File: src/rtl/uart_tx_buf_if.sv
// Byte-stream port bundle for uart_tx_buf: upstream write strobe/data plus serial line and FIFO status.
// The master drives bytes in; the slave (the transmitter) reports the line and the buffer state.
interface uart_tx_buf_if #(
    parameter int FIFO_AW = 4
);
    logic               wr;
    logic [7:0]         din;
    logic               txd;
    logic               busy;
    logic               full;
    logic               overflow;
    logic [FIFO_AW:0]   fifo_cnt;

    modport master (
        output wr, din,
        input  txd, busy, full, overflow, fifo_cnt
    );

    modport slave (
        input  wr, din,
        output txd, busy, full, overflow, fifo_cnt
    );
endinterface

File: src/rtl/uart_tx_buf.sv
// Buffered 8N1 UART transmitter: first start bit one clock after an idle write; writes into a full FIFO are dropped (sticky overflow).
// Optional UART_CRLF_EN: a 0x0D frame is followed by a generated 0x0A frame that takes no FIFO entry.
module uart_tx_buf #(
    parameter int BAUD_DIV = 104,
    parameter int FIFO_AW  = 4
) (
    input  logic          clk,
    input  logic          rst,
    uart_tx_buf_if.slave  bus
);
    localparam int               DEPTH     = 1 << FIFO_AW;
    localparam int               BW        = $clog2(BAUD_DIV);
    localparam logic [FIFO_AW:0] DEPTH_C   = (FIFO_AW + 1)'(DEPTH);
    localparam logic [BW-1:0]    BAUD_LAST = BW'(BAUD_DIV - 1);

    typedef enum logic [1:0] {IDLE, START, DATA, STOP} state_t;

    state_t             state, state_nxt;
    logic [BW-1:0]      baud, baud_nxt;
    logic [2:0]         bit_idx, bit_nxt;
    logic [7:0]         shift, shift_nxt;
    logic [FIFO_AW-1:0] rd_ptr, wr_ptr;
    logic [FIFO_AW:0]   cnt, cnt_nxt;
    logic [7:0]         mem [DEPTH];
    logic               txd_q, busy_q, full_q, ovf_q;
    logic               baud_end, not_empty, is_full, push, pop, load;
    logic [7:0]         head;
`ifdef UART_CRLF_EN
    logic               cr_q, cr_nxt;
`endif

    assign baud_end  = (baud == BAUD_LAST);
    assign not_empty = (cnt != '0);
    assign is_full   = (cnt == DEPTH_C);
    assign push      = bus.wr && !is_full;
    assign head      = mem[rd_ptr];

    always_comb begin
        state_nxt = state;
        baud_nxt  = baud_end ? '0 : baud + BW'(1);
        bit_nxt   = bit_idx;
        shift_nxt = shift;
        pop       = 1'b0;
        load      = 1'b0;
`ifdef UART_CRLF_EN
        cr_nxt    = cr_q;
`endif
        case (state)
            IDLE: begin
                baud_nxt = '0;
                if (not_empty) begin
                    load      = 1'b1;
                    state_nxt = START;
                end
            end
            START: begin
                if (baud_end) state_nxt = DATA;
            end
            DATA: begin
                if (baud_end) begin
                    shift_nxt = {1'b0, shift[7:1]};
                    bit_nxt   = bit_idx + 3'd1;
                    if (bit_idx == 3'd7) state_nxt = STOP;
                end
            end
            STOP: begin
                if (baud_end) begin
`ifdef UART_CRLF_EN
                    // The LF frame goes out before the FIFO is looked at again.
                    if (cr_q) begin
                        shift_nxt = 8'h0A;
                        bit_nxt   = 3'd0;
                        cr_nxt    = 1'b0;
                        state_nxt = START;
                    end else if (not_empty) begin
                        load      = 1'b1;
                        state_nxt = START;
                    end else begin
                        state_nxt = IDLE;
                    end
`else
                    if (not_empty) begin
                        load      = 1'b1;
                        state_nxt = START;
                    end else begin
                        state_nxt = IDLE;
                    end
`endif
                end
            end
            default: state_nxt = IDLE;
        endcase

        if (load) begin
            shift_nxt = head;
            pop       = 1'b1;
            bit_nxt   = 3'd0;
            baud_nxt  = '0;
`ifdef UART_CRLF_EN
            cr_nxt    = (head == 8'h0D);
`endif
        end

        case ({push, pop})
            2'b10:   cnt_nxt = cnt + 1'b1;
            2'b01:   cnt_nxt = cnt - 1'b1;
            default: cnt_nxt = cnt;
        endcase
    end

    // Outputs are registered from next-state so the line moves on the same edge as the FSM.
    always_ff @(posedge clk) begin
        if (!rst) begin
            state   <= IDLE;
            baud    <= '0;
            bit_idx <= 3'd0;
            shift   <= 8'h00;
            rd_ptr  <= '0;
            wr_ptr  <= '0;
            cnt     <= '0;
            txd_q   <= 1'b1;
            busy_q  <= 1'b0;
            full_q  <= 1'b0;
            ovf_q   <= 1'b0;
`ifdef UART_CRLF_EN
            cr_q    <= 1'b0;
`endif
        end else begin
            state   <= state_nxt;
            baud    <= baud_nxt;
            bit_idx <= bit_nxt;
            shift   <= shift_nxt;
            cnt     <= cnt_nxt;
            if (push) wr_ptr <= wr_ptr + 1'b1;
            if (pop)  rd_ptr <= rd_ptr + 1'b1;
            txd_q   <= (state_nxt == START) ? 1'b0 :
                       (state_nxt == DATA)  ? shift_nxt[0] : 1'b1;
            busy_q  <= (state_nxt != IDLE) || (cnt_nxt != '0);
            full_q  <= (cnt_nxt == DEPTH_C);
            ovf_q   <= ovf_q || (bus.wr && is_full);
`ifdef UART_CRLF_EN
            cr_q    <= cr_nxt;
`endif
        end
    end

    always_ff @(posedge clk) begin
        if (push) mem[wr_ptr] <= bus.din;
    end

    assign bus.txd      = txd_q;
    assign bus.busy     = busy_q;
    assign bus.full     = full_q;
    assign bus.overflow = ovf_q;
    assign bus.fifo_cnt = cnt;
endmodule

File: src/flat_wrapper.sv
// flat-port wrapper written by rule: the top's interface ports become plain ports
module uart_tx_buf_flat 
#(
    parameter int BAUD_DIV = 104,
    parameter int FIFO_AW  = 4
)
  (clk, rst, bus_wr, bus_din, bus_txd, bus_busy, bus_full, bus_overflow, bus_fifo_cnt);
  uart_tx_buf_if #(.FIFO_AW(FIFO_AW)) bus_i ();
  input  logic clk;
  input  logic rst;
  input wire logic [$bits(bus_i.wr)-1:0] bus_wr;
  input wire logic [$bits(bus_i.din)-1:0] bus_din;
  output wire logic [$bits(bus_i.txd)-1:0] bus_txd;
  output wire logic [$bits(bus_i.busy)-1:0] bus_busy;
  output wire logic [$bits(bus_i.full)-1:0] bus_full;
  output wire logic [$bits(bus_i.overflow)-1:0] bus_overflow;
  output wire logic [$bits(bus_i.fifo_cnt)-1:0] bus_fifo_cnt;
  assign bus_i.wr = bus_wr;
  assign bus_i.din = bus_din;
  assign bus_txd = bus_i.txd;
  assign bus_busy = bus_i.busy;
  assign bus_full = bus_i.full;
  assign bus_overflow = bus_i.overflow;
  assign bus_fifo_cnt = bus_i.fifo_cnt;
  uart_tx_buf #(.BAUD_DIV(BAUD_DIV), .FIFO_AW(FIFO_AW)) u_core (.clk(clk), .rst(rst), .bus(bus_i));
endmodule
File: config.mk
export PLATFORM = sky130hd
export DESIGN_NAME = uart_tx_buf_flat
export DESIGN_NICKNAME = d
export VERILOG_FILES = /design/src/rtl/uart_tx_buf_if.sv /design/src/rtl/uart_tx_buf.sv /design/src/flat_wrapper.sv
export SDC_FILE = /design/constraint.sdc
export NUM_CORES = 1
export LEC_CHECK = 0
export CAP_MARGIN = 20
export CORE_AREA = 8 8 127 129
export CTS_CLUSTER_SIZE = 10
export DETAILED_ROUTE_END_ITERATION = 16
export DIE_AREA = 0 0 135 137
export GPL_TIMING_DRIVEN = 0
export PLACE_DENSITY = 0.76
export REMOVE_ABC_BUFFERS = 1
export SLEW_MARGIN = 20
export SYNTH_ARGS = -nofsm -noshare
export SYNTH_HDL_FRONTEND = slang
export SYNTH_SLANG_ARGS = --single-unit
export TNS_END_PERCENT = 1
File: constraint.sdc
create_clock -name clk -period 4.55 [get_ports clk]
set_input_delay 0.91 -clock clk [delete_from_list [all_inputs] [get_ports clk]]
set_output_delay 0.91 -clock clk [all_outputs]
set_load 0.02 [all_outputs]
==> results of run 1 <==
-- final timing paths --
path	slack (ns)	cells past startpoint	end	startpoint
max	0.64	10	u_core.bus.busy	u_core.bus.fifo_cnt[1]
min	0.45	1	u_core.baud[0]	u_core.baud[0]
max reg2reg	0.64	10	u_core.bus.busy	u_core.bus.fifo_cnt[1]
min reg2reg	0.45	1	u_core.baud[0]	u_core.baud[0]
-- cell usage in the layout (no fill, tap or decap), types with 2 or more instances in the layout --
cell type,count
nand2b_1,3
and3_1,2
a211oi_1,6
mux4_2,40
or2_2,2
clkdlybuf4s50_1,19
nor2_1,48
clkinv_1,2
nor3_1,2
inv_1,10
nor3_2,4
inv_6,3
nor4_1,4
nand2_1,14
ha_1,15
bufinv_16,5
clkbuf_16,17
and2_1,2
dfxtp_1,39
o21ai_0,5
mux2i_1,10
o31a_1,2
a31oi_1,5
a21oi_1,10
nand4_1,2
edfxtp_1,128
xor2_1,11
xnor2_1,7
clkinv_4,2
nand3_1,6
-- cell type report --
class | count | area (sq um)
flip-flops and latches | 169 | 4670
repair buffers | 20 | 210
fillers | 1074 | 6250
clock buffers | 17 | 425
inverters | 11 | 41.3
multi-input cells | 223 | 2140
clock inverters | 15 | 238
well taps | 184 | 230
-- per-stage QoR --
stage	total power [mW]	setup slack [ns]	hold slack, ns	std cells
final	4.46	0.644	0.449	639
after global routing	4.64	0.503	0.486	639
after CTS	4.48	0.792	0.455	639
after detailed placement	2.88	0.588	0.446	607
after global placement	2.83	0.621	0.431	606
after floorplan	2.60	1.34	0.418	403
-- synth_stat cells, types with 2 or more instances --
master      n
and2_1      2
clkbuf_1   13
mux4_2     40
nor2_1     48
o21ai_0     5
or2_2       2
a31oi_1     5
nor3_1      6
xnor2_1     7
nand4_1     2
nor4_1      4
a211oi_1    6
edfxtp_1  128
xor2_1     11
nand2_1    14
dfxtp_1    41
o31a_1      2
inv_1      10
nand3_1     6
ha_1       15
mux2i_1    10
and3_1      2
buf_1       2
a21oi_1    10
nand2b_1    3
buf_2       4
-- registers in the layout, summed over array words and instances, names as in the netlist, named ones only --
signal / flops
u_core.mem: 128
u_core.shift: 8
u_core.baud: 7
u_core.bus.fifo_cnt: 5
u_core.rd_ptr: 4
u_core.wr_ptr: 4
u_core.bit_idx: 3
u_core.state: 2
u_core.bus.busy: 1
u_core.bus.full: 1
u_core.bus.overflow: 1
u_core.bus.txd: 1
-- layer usage --
layer,vias to the layer above,track usage (%),share of wire (%)
met5,-,0,0
met4,0,5.61,2.0
met1,1876,17.7,42
met2,115,24.7,50
met3,20,4.74,5.7
li1,1675,-,-
-- where the power goes --
group / switching, mW / total [mW] / internal, mW
clock: 0.621 / 1.61 / 0.986
sequential: 0.136 / 1.90 / 1.77
combinational: 0.476 / 0.950 / 0.474
-- cell families after synthesis --
| group | count (synthesis) | share of synthesized area (%) |
|---|---|---|
| compound gates | 40 | 4.17 |
| fa+ha+maj | 15 | 2.71 |
| xor+xnor | 18 | 2.28 |
| simple gates | 99 | 6.88 |
| mux | 51 | 14.6 |
| flops | 169 | 67.4 |
| buf+inv | 32 | 1.97 |
==> impl_metrics.json, run 1 <==
{
  "run_status": "complete, no violations",
  "diodes": 0,
  "die_x_microns": 135,
  "antenna_found_initial": 0,
  "slew_violations": 0,
  "rsz0062_at_grt": "false",
  "vias": 3686,
  "power_density_nw_per_um2": 560,
  "yosysTopAreaCellShare_pct": 55.5,
  "postCtsHoldBufs": 0,
  "avgSynthCellArea_sq_um": 16.3,
  "via_per_inst": 5.77,
  "synth.distinct_cells": 52,
  "timing.setup.tns_ns": 0,
  "worst-path-max-fanout": 17,
  "grt_pass1_wl_mm": 20.5,
  "end_kind": "flip-flop",
  "rows": 44,
  "critPathSlowestCell": "nor4_1",
  "finClkSkew_ns": 0.0121,
  "synth-edff-count": 128,
  "irDropWorstVdd_uv": 413,
  "synth_area_leaders": "edfxtp_1 56%, mux4_2 13%, dfxtp_1 12%",
  "drc": 0,
  "path_delay_family": "simple AND/OR/NAND/NOR gates",
  "post-cts-setup-buffers": 0,
  "synth_seq_cells": 169,
  "grt_max_degree": 33,
  "setup_viol": 0,
  "grt_usage_pct": 14.8,
  "cts_buffers": 17,
  "synth_warnings": 0,
  "final_area_sq_um": 7960,
  "cts_num_sinks": 169,
  "worst_ep_required_time_ns": 4.86,
  "port_buffers": 19,
  "hpwlAfterDp_mm": 8.18,
  "p_leak_nw": 2.68,
  "cts.reportedPaths.clkPinSlew_ns": 0.06,
  "synthCells": 424,
  "final_util_pct": 56.0,
  "cp_common_cell": "nor4_1",
  "cts_tree": "done",
  "antenna_left": 0,
  "wl_per_cell_microns": 20.2,
  "critical_path_class": "flip-flop to flip-flop",
  "die_area_sq_um": 18500,
  "worst_ep_arrival_time_ns": 4.22,
  "ys_dominant_reg_cell": "edfxtp_1",
  "fmaxAchievable_mhz": 256,
  "grt-ovfl-total": 0,
  "fin_crit_ns": 3.91,
  "yosysTopAreaCell": "edfxtp_1",
  "drive_gt1_share_pct": 19.6,
  "yosysSeqAreaShare_pct": 67.4,
  "finalCritPeriodShare_pct": 85.8,
  "nets": 468,
  "path_cells": "nor4_1, nand2b_1, nand3_1, inv_1, ha_1, nor4_1, o21ai_0, a31oi_1, xor2_1, o41a_1",
  "io_pins": 20,
  "initial_core_util_pct": 48.7,
  "worst_pin_slew_ns": 0.919,
  "die_y_microns": 137,
  "finalWeightedCongestion": 0.786,
  "maxSlewHeadroom_pct": 38.5,
  "syn_to_final_growth_pct": 14.9,
  "netlist_area_sq_um": 6920,
  "clock_tree.root_cell": "clkbuf_16",
  "cts_buffer_depth": 2,
  "grt_pass1_vias": 3762,
  "start_kind": "flip-flop",
  "ctsHtreeMaxLevel": 4,
  "clk_latency_ns": 0.43,
  "ys_async_sr_fraction_pct": 0,
  "cts_resized": 0,
  "core_area_sq_um": 14200,
  "cap_viol_max_count": 0,
  "drtIter0Drc": 332,
  "max_stage_delay_ns": 0.65,
  "firstDrtPassIters": 5,
  "hold_path_class": "flip-flop to flip-flop",
  "wirelength_mm": 12.9,
  "place_area_sq_um": 7290,
  "cp_num_buf_inv": 1,
  "hold_viol": 0
}
Power figures use the tool's default switching activity.
==> run 2: changes to the inputs <==
--- a/config.mk
+++ b/config.mk
@@ -12,7 +12,7 @@
 export DIE_AREA = 0 0 135 137
 export GPL_TIMING_DRIVEN = 0
 export PLACE_DENSITY = 0.76
-export REMOVE_ABC_BUFFERS = 1
+export SKIP_CTS_REPAIR_TIMING = 1
 export SLEW_MARGIN = 20
 export SYNTH_ARGS = -nofsm -noshare
 export SYNTH_HDL_FRONTEND = slang
==> run 2 against run 1 <==
  * Clock power down 11%
  * Largest power group unchanged
  * Flip-flop and latch count unchanged
  * Fmax up 6.5%
  * Critical path type unchanged
==> impl_metrics.json, run 2 (synthesis gave the netlist of run 1 again) <==
{
  "hold_viol": 0,
  "syn_to_final_growth_pct": 14.9,
  "finalWeightedCongestion": 0.825,
  "antenna_found_initial": 0,
  "slew_violations": 0,
  "worst_ep_required_time_ns": 4.86,
  "ctsHtreeMaxLevel": 4,
  "die_x_microns": 135,
  "nets": 488,
  "diodes": 0,
  "firstDrtPassIters": 5,
  "hold_path_class": "flip-flop to flip-flop",
  "wl_per_cell_microns": 20.9,
  "path_cells": "buf_4, nor4_1, nand2b_1, nand3_1, inv_1, ha_1, clkbuf_1, nor3_1, xor2_1, or2_2, o41a_1",
  "worst_ep_arrival_time_ns": 3.97,
  "cts_tree": "done",
  "die_area_sq_um": 18500,
  "die_y_microns": 137,
  "timing.setup.tns_ns": 0,
  "cap_viol_max_count": 0,
  "num-fill-cells": 1091,
  "clock_tree.root_cell": "clkbuf_16",
  "critPathSlowestCell": "nor4_1",
  "final_util_pct": 56.0,
  "largest_reg_flops": 128,
  "irDropWorstVdd_uv": 404,
  "hpwlAfterDp_mm": 9.05,
  "fmaxAchievable_mhz": 273,
  "syn_nets": 450,
  "grt_pass1_vias": 3870,
  "io_pins": 20,
  "clk_latency_ns": 0.43,
  "rsz0062_at_grt": "false",
  "run_status": "complete, no violations",
  "start_kind": "flip-flop",
  "path_delay_family": "simple AND/OR/NAND/NOR gates",
  "end_kind": "flip-flop",
  "p_leak_nw": 2.68,
  "initial_core_util_pct": 48.7,
  "final_common_cell": "edfxtp_1",
  "cp_num_buf_inv": 3,
  "setup_viol": 0,
  "wirelength_mm": 13.8,
  "finalCritPeriodShare_pct": 80.6,
  "critical_path_class": "flip-flop to flip-flop",
  "fin_ws_ns": 0.884,
  "via_per_inst": 5.73,
  "grt_max_degree": 17,
  "layout_common_cells": "128 x edfxtp_1, 48 x nor2_1, 41 x dfxtp_1",
  "drtIter0Drc": 292,
  "grt_usage_pct": 16.1,
  "drc": 0,
  "power_density_nw_per_um2": 544,
  "drive_gt1_share_pct": 19.4,
  "top_register": "u_core.mem",
  "port_buffers": 19,
  "cts_buffers": 17,
  "cts_buffer_depth": 2,
  "cts.reportedPaths.clkPinSlew_ns": 0.06,
  "largestRegisters": "u_core.mem: 128 flops, u_core.shift: 8 flops, u_core.baud: 7 flops",
  "max_stage_delay_ns": 0.71,
  "post-place-ws_ns": 0.719,
  "grt-ovfl-total": 0,
  "finClkSkew_ns": 0.00818,
  "core_area_sq_um": 14200,
  "vias": 3769,
  "worst-path-max-fanout": 10,
  "worst_pin_slew_ns": 0.911,
  "maxSlewHeadroom_pct": 39.0,
  "antenna_left": 0,
  "rows": 44,
  "fin_crit_ns": 3.67,
  "grt_pass1_wl_mm": 21.8,
  "cts_num_sinks": 169
}
[run 2: final cells by class]
class	instances	area, sq um	share of cell area (%)
clock inverters	14	163	2.05
plain buffers	21	95.1	1.20
flip-flops and latches	169	4660	58.7
inverters	11	41.3	0.519
multi-input cells	223	2140	27.0
well taps	184	230	2.89
clock buffers	17	425	5.35
repair buffers	19	190	2.39
[run 2: layer usage]
layer  wire (microns)  track usage, %  up-vias
met4              166            5.49        0
li1                 -               -     1725
met5                0               0        -
met3              761            4.19       16
met1             5530            18.7     1890
met2             7320            28.2      138
[run 2: stage by stage]
| step | power [mW] | hold slack, ns | cells | area (sq um) |
|---|---|---|---|---|
| finish | 4.33 | 0.462 | 658 | 7950 |
| global route | 4.53 | 0.498 | 658 | 7950 |
| CTS | 4.36 | 0.468 | 658 | 7950 |
| detailed placement | 2.93 | 0.459 | 627 | 7360 |
| global placement | 2.89 | 0.429 | 627 | 7340 |
| floorplan | 2.62 | 0.418 | 424 | 6920 |
[run 2: worst paths after layout]
kind	start	to	cells after the start	slack, ns
worst max-delay path	u_core.bus.fifo_cnt[1]	u_core.bus.busy	11	0.88
worst min-delay path	u_core.baud[0]	u_core.baud[0]	1	0.46
worst max register to register	u_core.bus.fifo_cnt[1]	u_core.bus.busy	11	0.88
worst min register to register	u_core.baud[0]	u_core.baud[0]	1	0.46
[run 2: worst register-to-register path, stage by stage, from the launching register on]
cell,delay [ns]
dfxtp_1,0.31
buf_4,0.16
nor4_1,0.72
nand2b_1,0.22
nand3_1,0.35
inv_1,0.21
ha_1,0.32
clkbuf_1,0.30
nor3_1,0.12
xor2_1,0.16
or2_2,0.31
o41a_1,0.36
[run 2: where the power goes]
group,switching [mW],internal [mW]
combinational,0.595,0.487
sequential,0.0537,1.76
clock,0.607,0.821
==> run 3: changes to the inputs <==
==> constraint.sdc (replaced) <==
create_clock -name clk -period 3.7 [get_ports clk]
set_input_delay 0.74 -clock clk [delete_from_list [all_inputs] [get_ports clk]]
set_output_delay 0.74 -clock clk [all_outputs]
set_load 0.02 [all_outputs]
==> run 3 against run 2 <==
  * Clock power up 23%
  * Worst hold slack about the same
  * Fmax up 7.6%
  * Die area unchanged
  * Sequential share of layout area about the same
  * Routed wire length up 0.15%
  * Flip-flop and latch count unchanged
  * Non-clock buffer count unchanged
  * Critical path depth up 1
  * Power up 23%
  * Global-route usage unchanged
  * Largest power group unchanged
  * Combinational power up 24%
==> impl_metrics.json, run 3 (synthesis gave the netlist of run 1 again) <==
{
  "path_cells": "ha_1, and3_1, clkbuf_1, a31o_2, nand3_1, inv_2, ha_1, clkbuf_1, nor3_1, xor2_1, or2_2, o41a_1",
  "hold_viol": 0,
  "io_pins": 20,
  "hold_ws_ns": 0.462,
  "hpwlAfterDp_mm": 9.05,
  "maxSlewHeadroom_pct": 37.8,
  "reg2regPathDepth": 12,
  "worst_ep_arrival_time_ns": 3.72,
  "p_leak_nw": 2.68,
  "worst_ep_required_time_ns": 4.01,
  "largest_reg_flops": 128,
  "timing.setup.tns_ns": 0,
  "max_stage_delay_ns": 0.36,
  "firstDrtPassIters": 5,
  "syn_nets": 450,
  "run_status": "complete, no violations",
  "critPathSlowestCell": "o41a_1",
  "top_register": "u_core.mem",
  "vias": 3799,
  "setup_viol": 0,
  "die_x_microns": 135,
  "nets": 488,
  "min_to": "u_core.baud[0]",
  "core_area_sq_um": 14200,
  "slew_violations": 0,
  "drc": 0,
  "initial_core_util_pct": 48.7,
  "grt_pass1_wl_mm": 21.8,
  "irDropWorstVdd_uv": 496,
  "rsz0062_at_grt": "false",
  "finClkSkew_ns": 0.00748,
  "die_area_sq_um": 18500,
  "grt_pass1_vias": 3870,
  "fin_ws_ns": 0.292,
  "critical_path_class": "flip-flop to flip-flop",
  "ctsHtreeMaxLevel": 4,
  "seq_area_sq_um": 4660,
  "path_delay_family": "simple AND/OR/NAND/NOR gates",
  "cts_num_sinks": 169,
  "cts_tree": "done",
  "drtIter0Drc": 299,
  "ff2ff_setup_slack_ns": 0.29,
  "final_common_cell": "edfxtp_1",
  "grt_usage_pct": 16.1,
  "dpl.cell_count": 627,
  "antenna_left": 0,
  "finalWeightedCongestion": 0.825,
  "post-place-ws_ns": 0.0393,
  "grt_max_degree": 17,
  "clk_latency_ns": 0.43,
  "diodes": 0,
  "cts_buffers": 17,
  "clock_tree.root_cell": "clkbuf_16",
  "worst_pin_slew_ns": 0.929,
  "port_buffers": 19,
  "hold_path_class": "flip-flop to flip-flop",
  "hold_depth": 1,
  "antenna_found_initial": 0,
  "fin_crit_ns": 3.41,
  "cts.reportedPaths.clkPinSlew_ns": 0.06,
  "via_per_inst": 5.77,
  "syn_to_final_growth_pct": 14.9,
  "grt-ovfl-total": 0,
  "worst-path-max-fanout": 8,
  "wirelength_mm": 13.8,
  "start_kind": "flip-flop",
  "cts_buffer_depth": 2,
  "wl_per_cell_microns": 21.0,
  "die_y_microns": 137,
  "finalCritPeriodShare_pct": 92.1,
  "power_density_nw_per_um2": 670,
  "cp_num_buf_inv": 3,
  "drive_gt1_share_pct": 19.8,
  "multiInputGateArea_sq_um": 2150,
  "largestRegisters": "u_core.mem: 128 flops, u_core.shift: 8 flops, u_core.baud: 7 flops",
  "layout_common_cells": "128 x edfxtp_1, 48 x nor2_1, 41 x dfxtp_1",
  "r2r_end": "u_core.bus.busy",
  "fmaxAchievable_mhz": 293,
  "min_from": "u_core.baud[0]",
  "rr_startpoint": "u_core.baud[0]",
  "layoutNonFillerInstCount": 658,
  "cap_viol_max_count": 0,
  "rows": 44,
  "num-fill-cells": 1089,
  "end_kind": "flip-flop"
}
## run 3: changes by cell type in the layout (fill, tap and decap cells not counted)
cell	previous run	this run
inv_1	10	9
nor4_1	4	3
nor4_2	0	1
inv_2	0	1
## run 3: cell type report
| cell class | instances | share of cell area, % |
|---|---|---|
| inverters | 11 | 0.519 |
| clock inverters | 14 | 2.04 |
| well taps | 184 | 2.89 |
| plain buffers | 21 | 1.19 |
| repair buffers | 19 | 2.39 |
| clock buffers | 17 | 5.35 |
| multi-input cells | 223 | 27.0 |
| flip-flops and latches | 169 | 58.6 |
## run 3: how the worst max path moves through the flow
stage,from,end,slack [ns],cells after the start
2_1_floorplan,u_core.bus.fifo_cnt[1],u_core.bus.busy,0.63,11
3_3_place_gp,bus_wr,u_core.mem[3][7],0.005,4
3_5_place_dp,bus_wr,u_core.bus.busy,0.04,9
4_1_cts,u_core.bus.fifo_cnt[1],u_core.bus.busy,0.06,11
5_1_grt,u_core.baud[0],u_core.bus.busy,0.05,13
6_report,u_core.baud[0],u_core.bus.busy,0.29,12
## run 3: where the power goes
| part | switching [mW] | leakage (nW) | total (mW) | internal, mW |
|---|---|---|---|---|
| combinational | 0.737 | 0.906 | 1.34 | 0.602 |
| sequential | 0.0665 | 1.49 | 2.24 | 2.17 |
| clock | 0.748 | 0.286 | 1.76 | 1.01 |
## run 3: worst register-to-register path: stages, from the launching register on
cell	delay [ns]
dfxtp_1	0.35
ha_1	0.21
and3_1	0.16
clkbuf_1	0.25
a31o_2	0.30
nand3_1	0.31
inv_2	0.23
ha_1	0.25
clkbuf_1	0.20
nor3_1	0.26
xor2_1	0.11
or2_2	0.31
o41a_1	0.36
## run 3: metal layers
| layer | wire, microns | track usage, % | vias to the layer above |
|---|---|---|---|
| met5 | 0 | 0 | - |
| met2 | 7280 | 28.2 | 130 |
| met3 | 767 | 4.19 | 19 |
| met4 | 193 | 5.49 | 0 |
| li1 | - | - | 1727 |
| met1 | 5560 | 18.7 | 1923 |
## run 3: metrics by stage
stage | utilization, % | power [mW] | cell area [sq um]
6_report | 56.0 | 5.33 | 7960
3_5_place_dp | 51.8 | 3.60 | 7360
4_1_cts | 56.0 | 5.36 | 7950
3_3_place_gp | 51.7 | 3.55 | 7340
2_1_floorplan | - | 3.22 | 6920
5_1_grt | 56.0 | 5.58 | 7960
